$ cat src/rtl/edge_pkg.sv
// -----------------------------------------------------------------------------
// edge_pkg
// Shared definitions for the multi-channel edge detector.
//   EDGE_OFF/EDGE_RISE/EDGE_FALL/EDGE_BOTH : 2-bit per-channel mode encodings
//   edge_select()                          : maps accepted rise/fall to a tick
// -----------------------------------------------------------------------------
package edge_pkg;

  localparam logic [1:0] EDGE_OFF  = 2'b00;
  localparam logic [1:0] EDGE_RISE = 2'b01;
  localparam logic [1:0] EDGE_FALL = 2'b10;
  localparam logic [1:0] EDGE_BOTH = 2'b11;

  // Returns the mode-qualified tick for one channel.
  function automatic logic edge_select(input logic       rise,
                                       input logic       fall,
                                       input logic [1:0] mode);
    logic sel;
    case (mode)
      EDGE_OFF:  sel = 1'b0;
      EDGE_RISE: sel = rise;
      EDGE_FALL: sel = fall;
      EDGE_BOTH: sel = rise | fall;
      default:   sel = 1'b0;
    endcase
    return sel;
  endfunction

endpackage

$ cat src/rtl/edge_chan.sv
// -----------------------------------------------------------------------------
// edge_chan
// One channel of the edge detector: synchroniser, glitch filter and
// rise/fall/tick generation. All outputs are registered.
// Ports:
//   clk          in  system clock
//   n_rst        in  asynchronous active-low reset
//   din          in  raw asynchronous input
//   mode         in  2-bit mode (off/rise/fall/both)
//   level        out filtered, synchronised level
//   tick_rising  out 1-cycle pulse on accepted 0->1
//   tick_falling out 1-cycle pulse on accepted 1->0
//   tick         out 1-cycle pulse on accepted edge matching mode
// -----------------------------------------------------------------------------
module edge_chan
  import edge_pkg::*;
#(
  parameter int   SYNC_STAGES = 2,
  parameter int   FILTER_CNT  = 4,
  parameter logic RESET_LEVEL = 1'b0
) (
  input  logic       clk,
  input  logic       n_rst,
  input  logic       din,
  input  logic [1:0] mode,
  output logic       level,
  output logic       tick_rising,
  output logic       tick_falling,
  output logic       tick
);

  localparam int               CNT_W    = $clog2(FILTER_CNT + 1);
  localparam logic [CNT_W-1:0] CNT_LAST = CNT_W'(FILTER_CNT - 1);
  localparam logic [CNT_W-1:0] CNT_ONE  = CNT_W'(1);

  logic [SYNC_STAGES-1:0] sync_r;
  logic                   sync_s;
  logic [CNT_W-1:0]       cnt_r;
  logic [CNT_W-1:0]       cnt_nxt_s;
  logic                   level_r;
  logic                   level_nxt_s;
  logic                   rise_s;
  logic                   fall_s;
  logic                   tick_rising_r;
  logic                   tick_falling_r;
  logic                   tick_r;

  assign sync_s = sync_r[SYNC_STAGES-1];

  // Synchroniser shift chain; the oldest stage feeds the filter.
  always_ff @(posedge clk or negedge n_rst) begin
    if (!n_rst) begin
      sync_r <= {SYNC_STAGES{RESET_LEVEL}};
    end else begin
      sync_r <= {sync_r[SYNC_STAGES-2:0], din};
    end
  end

  // Filter next-state: a new level must differ for FILTER_CNT consecutive clocks.
  always_comb begin
    cnt_nxt_s   = cnt_r;
    level_nxt_s = level_r;
    rise_s      = 1'b0;
    fall_s      = 1'b0;
    if (sync_s == level_r) begin
      cnt_nxt_s = '0;
    end else if (cnt_r == CNT_LAST) begin
      // Acceptance clock: level flips and the edge is reported together.
      cnt_nxt_s   = '0;
      level_nxt_s = sync_s;
      rise_s      = sync_s;
      fall_s      = ~sync_s;
    end else begin
      cnt_nxt_s = cnt_r + CNT_ONE;
    end
  end

  // Filter state and registered edge pulses; mode is sampled on the acceptance clock.
  always_ff @(posedge clk or negedge n_rst) begin
    if (!n_rst) begin
      cnt_r          <= '0;
      level_r        <= RESET_LEVEL;
      tick_rising_r  <= 1'b0;
      tick_falling_r <= 1'b0;
      tick_r         <= 1'b0;
    end else begin
      cnt_r          <= cnt_nxt_s;
      level_r        <= level_nxt_s;
      tick_rising_r  <= rise_s;
      tick_falling_r <= fall_s;
      tick_r         <= edge_select(rise_s, fall_s, mode);
    end
  end

  assign level        = level_r;
  assign tick_rising  = tick_rising_r;
  assign tick_falling = tick_falling_r;
  assign tick         = tick_r;

endmodule

$ cat src/rtl/edge_detect_multi.sv
// -----------------------------------------------------------------------------
// edge_detect_multi
// Multi-channel synchronising, debouncing edge detector with sticky pending
// flags and one aggregate interrupt.
// Ports:
//   clk          in  system clock
//   n_rst        in  asynchronous active-low reset
//   data_in      in  [WIDTH]   raw asynchronous inputs
//   mode         in  [2*WIDTH] per-channel mode, ch i = mode[2i+1:2i]
//   pend_clr     in  [WIDTH]   write-1-to-clear strobe for pending
//   irq_en       in  [WIDTH]   per-channel interrupt enable
//   level        out [WIDTH]   filtered level
//   tick_rising  out [WIDTH]   accepted 0->1 pulse
//   tick_falling out [WIDTH]   accepted 1->0 pulse
//   tick         out [WIDTH]   accepted edge matching mode
//   pending      out [WIDTH]   sticky flags set by tick
//   irq          out           registered |(pending & irq_en)
// -----------------------------------------------------------------------------
module edge_detect_multi
  import edge_pkg::*;
#(
  parameter int   WIDTH       = 8,
  parameter int   SYNC_STAGES = 2,
  parameter int   FILTER_CNT  = 4,
  parameter logic RESET_LEVEL = 1'b0
) (
  input  logic               clk,
  input  logic               n_rst,
  input  logic [WIDTH-1:0]   data_in,
  input  logic [2*WIDTH-1:0] mode,
  input  logic [WIDTH-1:0]   pend_clr,
  input  logic [WIDTH-1:0]   irq_en,
  output logic [WIDTH-1:0]   level,
  output logic [WIDTH-1:0]   tick_rising,
  output logic [WIDTH-1:0]   tick_falling,
  output logic [WIDTH-1:0]   tick,
  output logic [WIDTH-1:0]   pending,
  output logic               irq
);

  logic [WIDTH-1:0] tick_s;
  logic [WIDTH-1:0] pending_r;
  logic             irq_r;

  for (genvar i = 0; i < WIDTH; i++) begin : g_chan
    edge_chan #(
      .SYNC_STAGES (SYNC_STAGES),
      .FILTER_CNT  (FILTER_CNT),
      .RESET_LEVEL (RESET_LEVEL)
    ) u_chan (
      .clk          (clk),
      .n_rst        (n_rst),
      .din          (data_in[i]),
      .mode         (mode[2*i+1:2*i]),
      .level        (level[i]),
      .tick_rising  (tick_rising[i]),
      .tick_falling (tick_falling[i]),
      .tick         (tick_s[i])
    );
  end

  // Sticky pending: a set always wins over a simultaneous clear so no event is lost.
  always_ff @(posedge clk or negedge n_rst) begin
    if (!n_rst) begin
      pending_r <= '0;
    end else begin
      pending_r <= tick_s | (pending_r & ~pend_clr);
    end
  end

  // Aggregate interrupt from the registered flags, one clock behind pending.
  always_ff @(posedge clk or negedge n_rst) begin
    if (!n_rst) begin
      irq_r <= 1'b0;
    end else begin
      irq_r <= |(pending_r & irq_en);
    end
  end

  assign tick    = tick_s;
  assign pending = pending_r;
  assign irq     = irq_r;

endmodule

$ cat config.mk
export PLATFORM = sky130hd
export DESIGN_NAME = edge_detect_multi
export DESIGN_NICKNAME = d
export VERILOG_FILES = /design/src/rtl/edge_pkg.sv /design/src/rtl/edge_chan.sv /design/src/rtl/edge_detect_multi.sv
export SDC_FILE = /design/constraint.sdc
export NUM_CORES = 1
export LEC_CHECK = 0
export BUFFER_PORTS_ARGS = -buffer_cell sky130_fd_sc_hd__buf_2
export CORE_AREA = 2 2 108 84
export CTS_CLUSTER_DIAMETER = 100
export DETAILED_ROUTE_END_ITERATION = 8
export DIE_AREA = 0 0 110 86
export HOLD_SLACK_MARGIN = 0.06
export PLACE_DENSITY = 0.62
export SYNTH_ARGS = -nofsm -noshare
export SYNTH_HDL_FRONTEND = slang
export SYNTH_SLANG_ARGS = --single-unit
$ cat constraint.sdc
create_clock -name clk -period 3.3 [get_ports clk]
set_clock_uncertainty 0.15 [all_clocks]
set_input_delay 0.165 -clock clk [delete_from_list [all_inputs] [get_ports clk]]
set_output_delay 0.165 -clock clk [all_outputs]
set_load 0.005 [all_outputs]
==> results of run 1 <==
## stage by stage
stage                     hold WS, ns  instances  worst slack (ns)  area, um2  util, %
after global placement         0.1246        395             2.007       3558    42.82
after floorplan               -0.2806        237             2.026       3251        -
after CTS                      0.2005        447             1.219       4123    49.62
final                          0.1996        447             1.197       4123    49.62
after global routing           0.2083        447             1.118       4123    49.62
after detailed placement       0.1243        395             1.980       3558    42.82
## power groups by stage
stage	Sequential, mW	Combinational (mW)	Clock (mW)
floorplan	1.30	0.452	0
global route	1.34	0.654	0.826
CTS	1.31	0.588	0.782
detailed placement	1.33	0.545	0
finish	1.31	0.576	0.746
global placement	1.32	0.536	0
## registers in the layout (all words and copies together) (netlist names)
signal / cells
g_chan.u_chan.cnt_r: 24
g_chan.u_chan.level: 8
g_chan.u_chan.sync_r: 16
g_chan.u_chan.tick: 8
g_chan.u_chan.tick_falling: 8
g_chan.u_chan.tick_rising: 8
irq: 1
pending: 8
## metal layers
metal  wire length, um  part of all wire [%]
met1              2531                    46
met2              2604                    47
met3               342                   6.2
met4                71                   1.3
met5                 0                     0
## area by class of cell
type | count | area (um2) | share of cell area [%]
sequential | 81 | 2027 | 49.17
clock inverter | 3 | 65.06 | 1.578
timing repair buffer | 118 | 773.2 | 18.76
multi-input combinational | 116 | 953.4 | 23.13
tap | 108 | 135.1 | 3.278
clock buffer | 13 | 138.9 | 3.369
inverter | 8 | 30.03 | 0.7284
## logic make-up after synthesis
| logic type | count (synthesis) | share of synthesized area (%) |
|---|---|---|
| xor gates and xnor gates | 8 | 2.156 |
| adders and majority gates | 8 | 3.079 |
| and+or+nand+nor | 72 | 17.32 |
| AOI/OAI and AO/OA | 20 | 4.003 |
| muxes | 8 | 2.771 |
| DFF | 81 | 62.36 |
| buffers and inverters | 40 | 8.314 |
## path summary, 6_finish.rpt
kind                                                      startpoint                                       to  slack [ns]  cells past startpoint
worst min register to register  g_chan[0].u_chan.sync_r[0]$_DFF_PN0_     g_chan[0].u_chan.sync_r[1]$_DFF_PN0_        0.20                      0
min in group asynchronous                                      n_rst  g_chan[3].u_chan.tick_falling$_DFF_PN0_        0.35                      2
worst max register to register                  pending[1]$_DFF_PN0_                            irq$_DFF_PN0_        1.24                      4
worst min-delay path            g_chan[0].u_chan.sync_r[0]$_DFF_PN0_     g_chan[0].u_chan.sync_r[1]$_DFF_PN0_        0.20                      0
max in group asynchronous                                      n_rst     g_chan[3].u_chan.sync_r[1]$_DFF_PN0_        1.98                      2
worst max-delay path                                       irq_en[4]                            irq$_DFF_PN0_        1.20                      6
## layout by cell type (no fill, tap or decap), drive strengths merged
cell	instances
inv	8
ha	8
dfrtp	81
a22oi	4
nand4	1
clkbuf	13
nor3	7
bufinv	2
mux2	8
xnor2	8
nand2b	8
a21o	8
nor3b	29
buf	82
dlygate4sd3	36
a21oi	8
clkinv	1
and2b	4
nand3b	16
nor2b	7
==> flow_metrics.env, run 1 <==
export IMPL_status="completed"
export IMPL_dieArea_um2=9460
export IMPL_cts_htree_levels=3
export IMPL_p_int_mw=1.931
export IMPL_crit_path_max_incr_delay_ns=0.59
export IMPL_power_frac_comb_pct=21.9
export IMPL_endpoint_kind="flip-flop"
export IMPL_fmax_ghz=0.4755
export IMPL_antenna_found_initial=0
export IMPL_p_sw_mw=0.7045
export IMPL_synth_top_cell_area_share_pct=62.36
export IMPL_synth_top_area_cell="dfrtp_1"
export IMPL_firstDrtPassIters=3
export IMPL_die_w_um=110
export IMPL_areaGrowthSynthToFinish_pct=26.83
export IMPL_finalCritPeriodShare_pct=63.73
export IMPL_antenna_cells=0
export IMPL_setup_viol=0
export IMPL_total_power_mw=2.636
export IMPL_num_rows=29
export IMPL_power_density_nw_per_um2=639.3
export IMPL_nNetsFinal=384
export IMPL_synth_cells=237
export IMPL_yosysSeqAreaShare_pct=62.36
export IMPL_period_needed_ns=2.103
export IMPL_yosys_cell_count_top_type="dfrtp_1"
export IMPL_netlist_area_um2=3251
export IMPL_die_h_um=86
export IMPL_worstMarginPinSlew_ns=0.9878
export IMPL_synth_ff_type="dfrtp_1"
export IMPL_wl_per_cell_um=12.41
export IMPL_grt_use_met1_pct=15.47
export IMPL_cpMostUsedCell="dlygate4sd3_1"
export IMPL_hold_path_class="reg -> reg"
export IMPL_rsz0062_at_grt="no"
export IMPL_arrival_ns=2.17
export IMPL_track_usage_pct=12.75
export IMPL_portBuffers=82
export IMPL_seq_power_share_pct=49.8
export IMPL_grtUsageMet3_pct=5.167
export IMPL_p_leak_nw=2.116
export IMPL_grt_pass1_vias=1982
export IMPL_num_vias=1952
export IMPL_cts_buffer_depth=2
export IMPL_io_pins=83
export IMPL_fillerInstances=738
export IMPL_antenna_left=0
export IMPL_cts_made_buffers=9
export IMPL_yosysUniqueCellTypes=16
export IMPL_cp_required_ns=3.37
export IMPL_p_clk_share_pct=28.3
export IMPL_slew_viol_final=0
export IMPL_vdd_drop_max_mv=0.3623
export IMPL_cts_sinks=81
export IMPL_drt_iter0_drc=27
export IMPL_synth_edf_count=0
export IMPL_worst_slew_margin_rel_pct=34.15
export IMPL_crit_path_start_kind="input port"
export IMPL_ys_async_sr_fraction_pct=100.0
export IMPL_cp_max_fo=1
export IMPL_tns_ns=0
export IMPL_core_area_um2=8309
export IMPL_drcViolationCount=0
export IMPL_synth_area_per_cell_um2=13.72
export IMPL_use_met2_pct=20.47
export IMPL_slowest_stage="dlygate4sd3_1"
export IMPL_yosys_top_cells_area="dfrtp_1, buf_4, nor3b_1"
export IMPL_yosys_register_bits=81
export IMPL_hold_violations=0
export IMPL_worst_path_buf_inv=4
export IMPL_cap_violations=0
export IMPL_critical_path_top_delay_family="buffers and inverters"
export IMPL_ctsResizeCount=0
export IMPL_viasPerCell=4.367
export IMPL_gp_congestion=0.7148
export IMPL_cts_hold_buf=36
export IMPL_cts_setup_buffers=0
export IMPL_yosys_warnings=0
export IMPL_grt_pass1_wl_um=9094
export IMPL_path_cells="dlygate4sd3_1 -> buf_2 -> a22oi_1 -> dlygate4sd3_1 -> nand4_1 -> dlygate4sd3_1"
export IMPL_hpwl_um=3726
export IMPL_gr_total_overflow=0
export IMPL_clk_pin_slew_ns=0.07
export IMPL_tritoncts="done"
export IMPL_drive_above_1_share_pct=32.45
export IMPL_start_util_pct=39.12
export IMPL_synthTopCellsByCount="dfrtp_1, buf_4, nor3b_1, nand3b_1"
export IMPL_top_usage_layer="met2"
export IMPL_routed_wl_um=5549
export IMPL_grt_max_degree=82
export IMPL_insertion_delay_ns=0.34
export IMPL_swShare_pct=26.73
export IMPL_cts_root_buf="clkbuf_8"
export IMPL_synth_fp_nets=287
export IMPL_worstSetupPathType="in -> reg"
(Power assumes the default switching activity.)
==> inputs of run 2 (changes only) <==
--- a/config.mk
+++ b/config.mk
@@ -11,7 +11,7 @@
 export DETAILED_ROUTE_END_ITERATION = 8
 export DIE_AREA = 0 0 110 86
 export HOLD_SLACK_MARGIN = 0.06
-export PLACE_DENSITY = 0.62
+export PLACE_DENSITY = 0.64
 export SYNTH_ARGS = -nofsm -noshare
 export SYNTH_HDL_FRONTEND = slang
 export SYNTH_SLANG_ARGS = --single-unit
==> constraint.sdc (replaced) <==
create_clock -name clk -period 1.9 [get_ports clk]
set_clock_uncertainty 0.15 [all_clocks]
set_input_delay 0.095 -clock clk [delete_from_list [all_inputs] [get_ports clk]]
set_output_delay 0.095 -clock clk [all_outputs]
set_load 0.005 [all_outputs]
==> flow_metrics.env, run 2 (synthesis gave the netlist of run 1 again) <==
export IMPL_dp_cells=397
export IMPL_areaGrowthSynthToFinish_pct=30.29
export IMPL_final_cell_mix="dfrtp_1, buf_2, dlygate4sd3_1"
export IMPL_gr_total_overflow=0
export IMPL_ctsResizeCount=0
export IMPL_finalCritPeriodShare_pct=84.80
export IMPL_antenna_cells=0
export IMPL_largest_reg_flops=24
export IMPL_tns_ns=0
export IMPL_grt_max_degree=37
export IMPL_fmax_ghz=0.6206
export IMPL_cts_made_buffers=9
export IMPL_endpoint_kind="flip-flop"
export IMPL_io_pins=83
export IMPL_rsz0062_at_grt="no"
export IMPL_dieArea_um2=9460
export IMPL_total_power_mw=4.673
export IMPL_start_util_pct=39.12
export IMPL_antenna_left=0
export IMPL_power_density_nw_per_um2=1103
export IMPL_hpwl_um=3822
export IMPL_core_area_um2=8309
export IMPL_clk_pin_slew_ns=0.08
export IMPL_pre_cts_ws_ns=0.5756
export IMPL_portBuffers=82
export IMPL_setup_viol=0
export IMPL_firstDrtPassIters=4
export IMPL_vdd_drop_max_mv=0.4038
export IMPL_hold_path_class="reg -> reg"
export IMPL_slew_viol_final=0
export IMPL_num_vias=2015
export IMPL_drive_above_1_share_pct=33.43
export IMPL_status="completed"
export IMPL_cts_sinks=81
export IMPL_antenna_found_initial=0
export IMPL_cts_buffer_depth=2
export IMPL_regMostFlops="g_chan.u_chan.cnt_r"
export IMPL_drcViolationCount=0
export IMPL_gp_congestion=0.7582
export IMPL_track_usage_pct=13.14
export IMPL_die_h_um=86
export IMPL_period_needed_ns=1.611
export IMPL_cap_violations=0
export IMPL_wl_per_cell_um=12.25
export IMPL_final_cell_count_no_fill=455
export IMPL_hold_violations=0
export IMPL_worstMarginPinSlew_ns=0.3418
export IMPL_p_leak_nw=2.160
export IMPL_worst_slew_margin_rel_pct=77.22
export IMPL_cts_root_buf="clkbuf_8"
export IMPL_arrival_ns=1.69
export IMPL_crit_path_start_kind="flip-flop"
export IMPL_insertion_delay_ns=0.34
export IMPL_postPlaceCellArea_um2=3586
export IMPL_grt_pass1_vias=2081
export IMPL_setup_slack_ns=0.2887
export IMPL_die_w_um=110
export IMPL_grt_pass1_wl_um=9611
export IMPL_final_area_um2=4235
export IMPL_nNetsFinal=392
export IMPL_routed_wl_um=5573
export IMPL_worstSetupPathType="reg -> reg"
export IMPL_viasPerCell=4.429
export IMPL_cp_required_ns=1.97
export IMPL_reg_top3="g_chan.u_chan.cnt_r x24, g_chan.u_chan.sync_r x16"
export IMPL_cts_htree_levels=3
export IMPL_drt_iter0_drc=47
export IMPL_num_rows=29
export IMPL_tritoncts="done"
export IMPL_cp_max_fo=5
-- run 2: through the flow --
stage	util, %	hold WS, ns
2_1_floorplan	-	-0.3506
3_3_place_gp	43.16	-0.1220
3_5_place_dp	43.16	-0.1202
4_1_cts	50.97	0.2031
5_1_grt	50.97	0.2098
6_report	50.97	0.2018
-- run 2: path summary, 6_finish.rpt --
| path | startpoint | end | slack (ns) | depth (start not counted) |
|---|---|---|---|---|
| worst max register to register | g_chan[6].u_chan.cnt_r[0]$_DFF_PN0_ | g_chan[6].u_chan.tick$_DFF_PN0_ | 0.29 | 4 |
| max in group asynchronous | n_rst | g_chan[0].u_chan.level$_DFFE_PN0P_ | 0.43 | 4 |
| min in group asynchronous | n_rst | g_chan[7].u_chan.tick_rising$_DFF_PN0_ | 0.58 | 3 |
| worst min register to register | g_chan[1].u_chan.sync_r[0]$_DFF_PN0_ | g_chan[1].u_chan.sync_r[1]$_DFF_PN0_ | 0.20 | 0 |
| worst max-delay path | g_chan[6].u_chan.cnt_r[0]$_DFF_PN0_ | g_chan[6].u_chan.tick$_DFF_PN0_ | 0.29 | 4 |
| worst min-delay path | g_chan[1].u_chan.sync_r[0]$_DFF_PN0_ | g_chan[1].u_chan.sync_r[1]$_DFF_PN0_ | 0.20 | 0 |
-- run 2: what timing repair did --
item,4_1_cts,5_1_grt
hold endpoints to repair,106,0
hold buffers,42,0
setup buffers,0,0
-- run 2: per-layer routing --
metal | wire length [um] | global-route usage [%]
met1 | 2522 | 17.08
met5 | 0 | 0
met3 | 311 | 4.179
met2 | 2660 | 20.75
met4 | 78 | 4.488
-- run 2: critical path, stage by stage (launching register included) --
cell and delay, ns:
dfrtp_1 0.39, ha_1 0.25, nand2b_4 0.10, a21oi_1 0.05, dlygate4sd3_1 0.56
-- run 2: report_power, final --
group          total [mW]  leakage [nW]  switching, mW  internal [mW]
Clock                1.39         0.116          0.609          0.780
Combinational        1.01         0.985          0.411          0.598
Sequential           2.28          1.06          0.253           2.02
Total                4.67          2.16           1.27           3.40
-- run 2: layout make-up --
class / instances / area, um2
inverters: 8 / 30.03
multi-input cells: 116 / 953.4
flip-flops and latches: 81 / 2027
fillers: 740 / 4074
well taps: 108 / 135.1
clock inverters: 6 / 91.34
repair buffers: 126 / 860.8
clock buffers: 10 / 137.6
==> inputs of run 3 (changes only) <==
--- a/config.mk
+++ b/config.mk
@@ -11,7 +11,7 @@
 export DETAILED_ROUTE_END_ITERATION = 8
 export DIE_AREA = 0 0 110 86
 export HOLD_SLACK_MARGIN = 0.06
-export PLACE_DENSITY = 0.64
+export PLACE_DENSITY = 0.62
 export SYNTH_ARGS = -nofsm -noshare
 export SYNTH_HDL_FRONTEND = slang
 export SYNTH_SLANG_ARGS = --single-unit
==> constraint.sdc (replaced) <==
create_clock -name clk -period 1.66 [get_ports clk]
set_clock_uncertainty 0.15 [all_clocks]
set_input_delay 0.083 -clock clk [delete_from_list [all_inputs] [get_ports clk]]
set_output_delay 0.083 -clock clk [all_outputs]
set_load 0.005 [all_outputs]
==> flow_metrics.env, run 3 (synthesis gave the netlist of run 1 again) <==
export IMPL_drt_iter0_drc=39
export IMPL_p_leak_nw=2.122
export IMPL_arrival_ns=1.68
export IMPL_r2r_cells=4
export IMPL_tritoncts="done"
export IMPL_status="completed"
export IMPL_dieArea_um2=9460
export IMPL_min_to="g_chan[6].u_chan.sync_r[1]$_DFF_PN0_"
export IMPL_period_needed_ns=1.606
export IMPL_cts_setup_buffers=0
export IMPL_worstSetupPathType="reg -> reg"
export IMPL_gp_congestion=0.6949
export IMPL_dp_cells=397
export IMPL_holdWs_ns=0.1989
export IMPL_io_pins=83
export IMPL_cp_max_fo=5
export IMPL_worst_slew_margin_rel_pct=75.34
export IMPL_final_common_cell="buf_2"
export IMPL_grt_pass1_wl_um=9239
export IMPL_regArea_um2=2028
export IMPL_cts_htree_levels=3
export IMPL_hpwl_um=3850
export IMPL_cts_sinks=81
export IMPL_fillerInstances=732
export IMPL_rsz0062_at_grt="no"
export IMPL_track_usage_pct=13.05
export IMPL_setup_viol=0
export IMPL_vdd_drop_max_mv=0.6432
export IMPL_hold_violations=0
export IMPL_start_util_pct=39.12
export IMPL_drive_above_1_share_pct=33.14
export IMPL_rr_endpoint="g_chan[6].u_chan.tick$_DFF_PN0_"
export IMPL_nNetsFinal=392
export IMPL_largest_reg_flops=24
export IMPL_cts_made_buffers=9
export IMPL_crit_path_start_kind="flip-flop"
export IMPL_cap_violations=0
export IMPL_wl_per_cell_um=12.27
export IMPL_routed_wl_um=5545
export IMPL_core_area_um2=8309
export IMPL_slew_viol_final=0
export IMPL_reg_top3="g_chan.u_chan.cnt_r x24, g_chan.u_chan.sync_r x16"
export IMPL_cp_required_ns=1.74
export IMPL_antenna_left=0
export IMPL_areaGrowthSynthToFinish_pct=28.14
export IMPL_hold_path_class="reg -> reg"
export IMPL_viasPerCell=4.385
export IMPL_worst_path_buf_inv=1
export IMPL_insertion_delay_ns=0.35
export IMPL_power_density_nw_per_um2=1189
export IMPL_critical_path_top_delay_family="buffers and inverters"
export IMPL_portBuffers=82
export IMPL_antenna_cells=0
export IMPL_grt_pass1_vias=2025
export IMPL_antenna_found_initial=0
export IMPL_regMostFlops="g_chan.u_chan.cnt_r"
export IMPL_gr_total_overflow=0
export IMPL_setup_slack_ns=0.05442
export IMPL_num_rows=29
export IMPL_grt_max_degree=39
export IMPL_finalCritPeriodShare_pct=96.72
export IMPL_die_w_um=110
export IMPL_final_cell_count_no_fill=452
export IMPL_fmax_ghz=0.6228
export IMPL_hp_start="g_chan[6].u_chan.sync_r[0]$_DFF_PN0_"
export IMPL_tns_ns=0
export IMPL_ff2ff_setup_slack_ns=0.05
export IMPL_final_cell_mix="buf_2, dfrtp_1, dlygate4sd3_1"
export IMPL_endpoint_kind="flip-flop"
export IMPL_firstDrtPassIters=2
export IMPL_clk_pin_slew_ns=0.07
export IMPL_path_cells="ha_1 -> nand2b_4 -> a21oi_1 -> dlygate4sd3_1"
export IMPL_drcViolationCount=0
export IMPL_cts_root_buf="clkbuf_8"
export IMPL_num_vias=1982
export IMPL_timing_rr_start="g_chan[6].u_chan.cnt_r[0]$_DFF_PN0_"
export IMPL_die_h_um=86
export IMPL_worstMarginPinSlew_ns=0.3699
export IMPL_multiInputGateArea_um2=960.9
export IMPL_pre_cts_ws_ns=0.3291
export IMPL_slowest_stage="dlygate4sd3_1"
export IMPL_crit_path_max_incr_delay_ns=0.55
export IMPL_holdPathStages=0
export IMPL_cts_buffer_depth=2
[run 3: cell count changes in the layout (fill, tap and decap cells not counted), sizes merged]
cell | before | now
clkbuf | 10 | 12
clkinv | 4 | 1
bufinv | 2 | 0
[run 3: what timing repair did]
action | in CTS | in global routing
resized for setup | 0 | 3
hold buffers | 42 | 0
hold endpoints to repair | 106 | 0
setup endpoints to repair | 0 | 2
[run 3: power breakdown]
group,switching [mW],internal (mW),leakage [nW]
Combinational,0.475,0.687,0.986
Sequential,0.298,2.32,1.06
Clock,0.615,0.558,0.0782
[run 3: worst max path at each step]
stage,start,to,cells after the start
after global placement,g_chan[1].u_chan.cnt_r[0]$_DFF_PN0_,g_chan[1].u_chan.level$_DFFE_PN0P_,3
after global routing,g_chan[1].u_chan.cnt_r[0]$_DFF_PN0_,g_chan[1].u_chan.tick$_DFF_PN0_,4
after floorplan,g_chan[0].u_chan.cnt_r[0]$_DFF_PN0_,g_chan[0].u_chan.level$_DFFE_PN0P_,3
after detailed placement,g_chan[2].u_chan.cnt_r[0]$_DFF_PN0_,g_chan[2].u_chan.level$_DFFE_PN0P_,3
after CTS,g_chan[1].u_chan.cnt_r[0]$_DFF_PN0_,g_chan[1].u_chan.tick$_DFF_PN0_,4
final,g_chan[6].u_chan.cnt_r[0]$_DFF_PN0_,g_chan[6].u_chan.tick$_DFF_PN0_,4
[run 3: through the flow]
| stage | power (mW) | utilization (%) | instance area, um2 |
|---|---|---|---|
| finish | 4.952 | 50.13 | 4165 |
| global placement | 3.690 | 43.16 | 3586 |
| global route | 5.338 | 50.13 | 4165 |
| floorplan | 3.480 | - | 3251 |
| CTS | 5.047 | 50.02 | 4156 |
| detailed placement | 3.743 | 43.16 | 3586 |
[run 3: layout make-up]
| class | instances | area share (%) |
|---|---|---|
| flip-flops and latches | 81 | 48.69 |
| multi-input cells | 116 | 23.07 |
| repair buffers | 126 | 20.67 |
| clock buffers | 12 | 3.485 |
| clock inverters | 1 | 0.1202 |
| well taps | 108 | 3.244 |
| inverters | 8 | 0.7209 |
[run 3: worst register-to-register path, cell delays in order (launching register included)]
cell,delay (ns)
dfrtp_1,0.39
ha_1,0.25
nand2b_4,0.10
a21oi_1,0.05
dlygate4sd3_1,0.55
[run 3: layer usage]
metal,vias to the layer above,wire length [um],part of all wire [%],GRT usage [%]
met5,-,0,0,0
met4,0,107,1.9,5.869
met3,11,377,6.8,5.395
met2,54,2505,45,20.36
met1,934,2555,46,15.78
li1,983,-,-,-
